[config.mk]
export PLATFORM = sky130hd
export DESIGN_NAME = morse_sequencer
export DESIGN_NICKNAME = d
export VERILOG_FILES = /design/src/rtl/morse_pkg.sv /design/src/rtl/morse_unit_timer.sv /design/src/rtl/morse_sequencer.sv
export SDC_FILE = /design/constraint.sdc
export NUM_CORES = 1
export LEC_CHECK = 0
export CORE_MARGIN = 2
export CORE_UTILIZATION = 58
export CTS_CLUSTER_SIZE = 8
export DETAILED_ROUTE_END_ITERATION = 10
export GPL_TIMING_DRIVEN = 0
export PLACE_DENSITY = 0.84
export SLEW_MARGIN = 20
export SYNTH_ARGS = -nofsm -noshare
export SYNTH_HDL_FRONTEND = slang
export SYNTH_HIERARCHICAL = 1
export SYNTH_SLANG_ARGS = --single-unit
[constraint.sdc]
create_clock -name clk -period 5.77 [get_ports clk]
set_input_delay 1.154 -clock clk [delete_from_list [all_inputs] [get_ports clk]]
set_output_delay 1.154 -clock clk [all_outputs]
set_load 0.01 [all_outputs]
[src/rtl/morse_pkg.sv]
// Shared state encoding and morse timing constants for the morse front-end.
package morse_pkg;

    typedef enum logic [2:0] {
        IDLE,
        MARK,
        GAP,
        LOOKUP,
        EMIT,
        WORD
    } state_t;

    localparam logic [2:0] DASH_UNITS       = 3'd2;
    localparam logic [2:0] LETTER_GAP_UNITS = 3'd3;
    localparam logic [2:0] WORD_GAP_UNITS   = 3'd7;
    localparam logic [2:0] MAX_SYMBOLS      = 3'd5;
    localparam logic [7:0] ASCII_SPACE      = 8'h20;
    localparam logic [7:0] ASCII_NONE       = 8'h00;

endpackage

[src/rtl/morse_unit_timer.sv]
// Morse unit timer: counts clock cycles into whole units, saturating at the
// word-gap length; cleared whenever the key line changes.
module morse_unit_timer
    import morse_pkg::*;
#(
    parameter int CLK_PER_UNIT = 1000,
    parameter int CNT_W        = 16
) (
    input  logic       clk,
    input  logic       rst,
    input  logic       clear,
    output logic [2:0] unit_cnt,
    output logic       unit_tick
);

    localparam logic [CNT_W-1:0] CYC_LAST = CNT_W'(CLK_PER_UNIT - 1);

    logic [CNT_W-1:0] cyc_cnt;

    // unit_tick marks the cycle whose clock edge completes a unit
    assign unit_tick = (cyc_cnt == CYC_LAST);

    always_ff @(posedge clk) begin
        if (rst || clear) begin
            cyc_cnt  <= '0;
            unit_cnt <= '0;
        end else if (unit_tick) begin
            cyc_cnt <= '0;
            if (unit_cnt != WORD_GAP_UNITS) begin
                unit_cnt <= unit_cnt + 3'd1;
            end
        end else begin
            cyc_cnt <= cyc_cnt + CNT_W'(1);
        end
    end

endmodule

[src/rtl/morse_sequencer.sv]
// Morse front-end sequencer: classifies key marks, builds the code for the
// external decoder and delivers ASCII over valid/ready.
// Optional word-space output is enabled by defining MORSE_SEQ_WORD_SPACE_EN.
module morse_sequencer
    import morse_pkg::*;
#(
    parameter int CLK_PER_UNIT = 1000,
    parameter int CNT_W        = 16
) (
    input  logic       clk,
    input  logic       rst,
    input  logic       key_in,
    output logic [4:0] morse_code,
    output logic [2:0] morse_len,
    input  logic [7:0] ascii_in,
    output logic [7:0] char_data,
    output logic       char_valid,
    input  logic       char_ready,
    output logic       err_pulse
);

    state_t     state;
    logic       key_q;
    logic       overflow;
    logic       rise_pend;
    logic [2:0] unit_cnt;
    logic       unit_tick;

    logic rise;
    logic fall;
    logic letter_done;
    logic word_done;
    logic can_load;

    // Edges are taken on the edge at which key_q itself changes
    assign rise        = key_in & ~key_q;
    assign fall        = ~key_in & key_q;
    assign letter_done = unit_tick && (unit_cnt == LETTER_GAP_UNITS - 3'd1);
    assign word_done   = unit_tick && (unit_cnt == WORD_GAP_UNITS - 3'd1);
    assign can_load    = ~char_valid | char_ready;

    morse_unit_timer #(
        .CLK_PER_UNIT (CLK_PER_UNIT),
        .CNT_W        (CNT_W)
    ) u_timer (
        .clk       (clk),
        .rst       (rst),
        .clear     (rise | fall),
        .unit_cnt  (unit_cnt),
        .unit_tick (unit_tick)
    );

    always_ff @(posedge clk) begin
        if (rst) begin
            state      <= IDLE;
            key_q      <= 1'b0;
            overflow   <= 1'b0;
            rise_pend  <= 1'b0;
            morse_code <= '0;
            morse_len  <= '0;
            char_data  <= '0;
            char_valid <= 1'b0;
            err_pulse  <= 1'b0;
        end else begin
            key_q     <= key_in;
            err_pulse <= 1'b0;
            if (char_valid && char_ready) begin
                char_valid <= 1'b0;
            end

            case (state)
                IDLE: begin
                    if (rise) state <= MARK;
                end
                MARK: begin
                    if (fall) begin
                        if (morse_len == MAX_SYMBOLS) begin
                            overflow <= 1'b1;
                        end else begin
                            morse_code[3'd4 - morse_len] <= (unit_cnt >= DASH_UNITS);
                            morse_len <= morse_len + 3'd1;
                        end
                        state <= GAP;
                    end
                end
                GAP: begin
                    if (rise) state <= MARK;
                    else if (letter_done) state <= LOOKUP;
                end
                LOOKUP: begin
                    if (rise) rise_pend <= 1'b1;
                    state <= EMIT;
                end
                EMIT: begin
                    if (overflow || ascii_in == ASCII_NONE) begin
                        err_pulse <= 1'b1;
                    end else if (!can_load) begin
                        err_pulse <= 1'b1;
                    end else begin
                        char_data  <= ascii_in;
                        char_valid <= 1'b1;
                    end
                    morse_code <= '0;
                    morse_len  <= '0;
                    overflow   <= 1'b0;
                    rise_pend  <= 1'b0;
                    state      <= (rise || rise_pend) ? MARK : WORD;
                end
                WORD: begin
                    if (rise) begin
                        state <= MARK;
                    end else if (word_done) begin
`ifdef MORSE_SEQ_WORD_SPACE_EN
                        if (!can_load) begin
                            err_pulse <= 1'b1;
                        end else begin
                            char_data  <= ASCII_SPACE;
                            char_valid <= 1'b1;
                        end
`endif
                        state <= IDLE;
                    end
                end
                default: state <= IDLE;
            endcase
        end
    end

endmodule

; After elaboration in Yosys (flattened, before gate mapping)
; Cells that the tools add are included.
[classes]
add_sub_neg = 4
reduce_logical = 19
bitwise = 9
n_lt_le_gt_ge = 3
mux = 28
n_eq_ne = 17
[op_table]
columns = operator, n
row1 = $mux 3, 9
row2 = $pmux 3 s6, 1
row3 = $add 16x1->16 const B, 1
row4 = $eq 16x10->1 const B, 1
row5 = $eq 3x3->1 const B, 4
row6 = $mux 1, 10
row7 = $mux 5, 2
row8 = $ne 2x2->1 const B, 5
row9 = $pmux 5 s2, 1
row10 = $eq 3x2->1 const B, 3
row11 = $ne 3x3->1 const B, 3
row12 = $reduce_and 3->1, 3
row13 = $logic_not 8->1, 1
row14 = $add 3x1->3 const B, 2
row15 = $pmux 3 s2, 1
row16 = $bwmux 5, 1
row17 = $not 1->1, 5
row18 = $logic_and 1x1->1, 4
row19 = $lt 3x4->1 const B, 1
row20 = $pmux 1 s2, 2
row21 = $reduce_and 2->1, 2
row22 = $reduce_and 4->1, 1
row23 = $reduce_bool 2->1, 2
row24 = $reduce_or 2->1, 2
row25 = 9 further kinds, 13
[totals]
wordCells = 91
output_inout_bits = 18
in_bits = 12
ff_bits = 43

; Longest topological paths before layout
[logic_depth]
depth_word = 9
mapped_depth = 8
mapped_depth_nobuf = 6

; Cells and area by module
; Netlist, hierarchy kept.
[modules_own_cells]
columns = mod, area_per_inst_um2, cells_each, instances, seq_area_each_um2
row1 = morse_sequencer, 1206.2, 136, 1, 480.5
row2 = morse_unit_timer, 902.1, 99, 1, 380.4

; Least setup slack after synthesis
; No wires, ideal clock.
[synth_timing]
kind = in2reg
startpoint = input port key_in
endpoint = register morse_code[4]
arrival_ps = 2348
n_path_buf = 0
path_stages = 6
path_slack_ps = 3350
required_ps = 5697
setup_time_ps = 73
path_cell_list = inv_1 ha_1 nor2b_1 a31oi_1 nor4b_1 mux2i_1
[synth_between]
elab_chain_cells = 4
[synth_lines]
columns = element, line
row1 = from (decl), morse_sequencer.sv:12  ; input logic key_in,
row2 = $not 1->1, morse_sequencer.sv:37  ; assign fall = ~key_in & key_q;
row3 = $and 1x1->1, morse_sequencer.sv:37
row4 = $ne 2x2->1 (no source line), -
row5 = $reduce_and 3->1 (no source line), -
row6 = "to (signal, indexed assignment)", morse_sequencer.sv:80  ; morse_code[3'd4 - morse_len] <= (unit_cnt >= DASH_UNITS);
row7 = to (decl), morse_sequencer.sv:13  ; output logic [4:0] morse_code,
; No other way between the ends.
; A chain may end at the register's enable or synchronous reset.

; Worst setup path after layout
; Same ends and word-level chain as after synthesis.

==> metrics.cfg <==
[power]
ir_drop_v=0.0001719
cellPowerDensity_nw_per_um2=242.5
p_leak_nw=0.8440

[setup_path]
required_ns=6.06
reg2reg_from=u_timer/cyc_cnt[0]
path_cells=clkdlybuf4s50_1 > inv_1 > ha_1 > nor2b_1 > a31oi_1 > nor4b_1 > mux2i_1
cp_max_fo=10
r2r_slack_ns=3.65
critPathMaxStageDelay_ns=0.49
r2r_cells=6
crit_type=in -> reg
crit_arrival_ns=3.11
worst-path-buf-inv=2
regToRegEndpoint=state[2]
cp_top_family=simple AND/OR/NAND/NOR gates
crit_path_end_kind=register
cp_slowest_cell=nor4b_1
critPathLaunchType=input port

[drt]
routed_wl_um=4149
post_drt_via_cell_ratio=5.462
dr.pass1.iters=4
drtIter0Drc=86
route.detailed.drc=0
wire_per_inst_um=13.05
dr_total_vias=1737
detail-route-antenna-nets=0

[layout]
num-nets-final=292
syn_to_final_growth_pct=21.48
drive_above_1_share=0.06618
multiInputGateArea_um2=1156
ff_latch_area_um2=860.8
final.fill_count=264
antennaDiodeCount=0

[clock_tree]
post-cts-setup-buffers=0
ctsResizeCount=0
clk_latency_ns=0.35
cts_sinks=43
cts_buffer_depth=2
cts_hold_buf=0
cts-root-buf=clkbuf_4
numCtsBuffers=5
cts_tree=yes
cts-htree-levels=2
clk_pin_slew_worst_paths_ns=0.12

[place]
hpwl_um=3077
gp_congestion=0.7799
io_buffers=29

[grt]
grt_pass1_wl_um=7245
track_usage=0.2223
grt_max_degree=15
grt_overflow=0
grt_pass1_vias=1639
antenna_found_initial=0

[synthesis]
synth_compound_area_frac=0.09199
synth_top_cell_by_area=dfxtp_1
ys_warn_count=6
synth_seq_cells=43
synth_ff_type=dfxtp_1
netlist.area_leader.share=0.4083
avgSynthCellArea_um2=8.971
synthAdderAreaFrac=0.05341
synth_top_family_by_area=simple AND/OR/NAND/NOR gates
synth_edf_count=0
async_reset_ff_frac=0
syn-num-nets=256
netlist-cell-type-count=41
synthTopCellsByArea=dfxtp_1 (41%), mux2i_1 (8.5%), nor2_1 (5.5%)
netlist_instances=235
yosys.area_share.simple=0.2635
synthMuxAreaShare=0.08546
post_synth_xor_area_fraction=0.05401
ys_seq_area_frac=0.4083
synth_area_um2=2108

[timing]
rsz0062_at_grt=false
fmax_mhz=354.6
slew_headroom=0.4846
holdWs_ns=0.4656
tightest_slew_ns=0.7731
fin_worst_skew_ns=0.006726
fin_tns_setup_ns=0
period_minus_slack_ns=2.820
hold_violations=0
finalCritPeriodShare=0.4888
setup_viol=0
slew_viol_final=0

[die]
die_h_um=64.29
core_um2=3416
start_util=0.6172
die-area_um2=4133
dieWidth_um=64.29
pin_count=30
fp-row-count=21

[hold_path]
hold_end=morse_code[1]
worst_hold_path.num_cells=2
hold_path_class=reg -> reg
hold_start=morse_code[1]

[status]
status=finished, final reports clean

[run]
cap_violations=0

-- per-layer routing --
layer | global-route usage | share of wire | up-vias
met1 | 0.2602 | 0.46 | 813
met3 | 0.05810 | 0.030 | 4
met4 | 0.06383 | 0.0087 | 0
met5 | 0 | 0 | -
met2 | 0.3971 | 0.50 | 32
li1 | - | - | 888
-- tightest hold or removal path, delay by kind of cell (launching register included) --
kind / cells / cell delay, ns
DFF: 1 / 0.33
and+or+nand+nor: 1 / 0.05
muxes: 1 / 0.05
-- worst max path at each step --
stage / to / cells after the start / from
final: morse_code[4] / 7 / key_in
after global routing: morse_code[4] / 7 / key_in
after CTS: morse_code[4] / 7 / key_in
after detailed placement: morse_code[4] / 7 / key_in
after global placement: morse_code[4] / 7 / key_in
after floorplan: morse_code[4] / 6 / key_in
-- metrics by stage --
stage	utilization	cell area (um2)	setup slack, ns	cells	total power, mW
after floorplan	-	2108	3.350	235	0.3693
after global placement	0.7190	2456	2.702	310	0.3916
after detailed placement	0.7190	2456	2.585	310	0.3937
after CTS	0.7498	2561	2.958	318	0.6247
after global routing	0.7498	2561	2.756	318	0.6466
final	0.7498	2561	2.950	318	0.6210
-- cells in the mapped netlist (all sizes together), types with 2 or more instances --
cell type	count
o21ai	6
o21a	2
clkbuf	6
or3	6
nor2b	4
buf	3
or3b	2
nor3	9
nand2	21
a21oi	8
xor2	2
dfxtp	43
mux2i	18
nand2b	5
or4b	2
ha	9
nor3b	3
nand3	8
nor2	31
inv	10
nand4	4
nor4	7
xnor2	11
nand3b	2
a31oi	2
a211oi	2
-- where the power goes --
group	internal (mW)	total [mW]	switching, mW	leakage [nW]
Clock	0.135	0.234	0.0991	0.0514
Combinational	0.0365	0.0775	0.0410	0.445
Sequential	0.303	0.310	0.00692	0.347
-- state kept, by name, summed over array words and instances (netlist names) --
register,flops
state,3
rise_pend,1
u_timer/cyc_cnt,16
char_valid,1
err_pulse,1
char_data,8
morse_code,5
key_q,1
morse_len,3
u_timer/unit_cnt,3
overflow,1
-- layout by cell type (no fill, tap or decap), types with 3 or more instances in the layout --
cell,instances
a21oi_1,8
clkbuf_1,6
clkbuf_4,5
clkdlybuf4s50_1,29
dfxtp_1,43
ha_1,9
inv_1,10
mux2i_1,18
nand2_1,21
nand2b_1,5
nand3_1,8
nand4_1,4
nor2_1,31
nor2b_1,4
nor3_1,9
nor3b_1,3
nor4_1,6
o21ai_0,5
or3_1,6
xnor2_1,11
-- layout make-up --
type                    count  area share
plain buffers               9     0.02101
clock buffers               5     0.01466
clock inverters             3     0.02638
inverters                  10     0.01466
multi-input cells         173      0.4514
flip-flops and latches     43      0.3361
well taps                  46     0.02247
repair buffers             29      0.1133
-- logic make-up (layout without fill, tap and decap cells) --
logic type,after synthesis,in the layout
simple gates,106,106
flops,43,43
compound gates,27,27
buf+inv,19,56
mux,18,18
xor+xnor,13,13
fa+ha+maj,9,9
No activity file was read; power rests on OpenSTA's default activity.
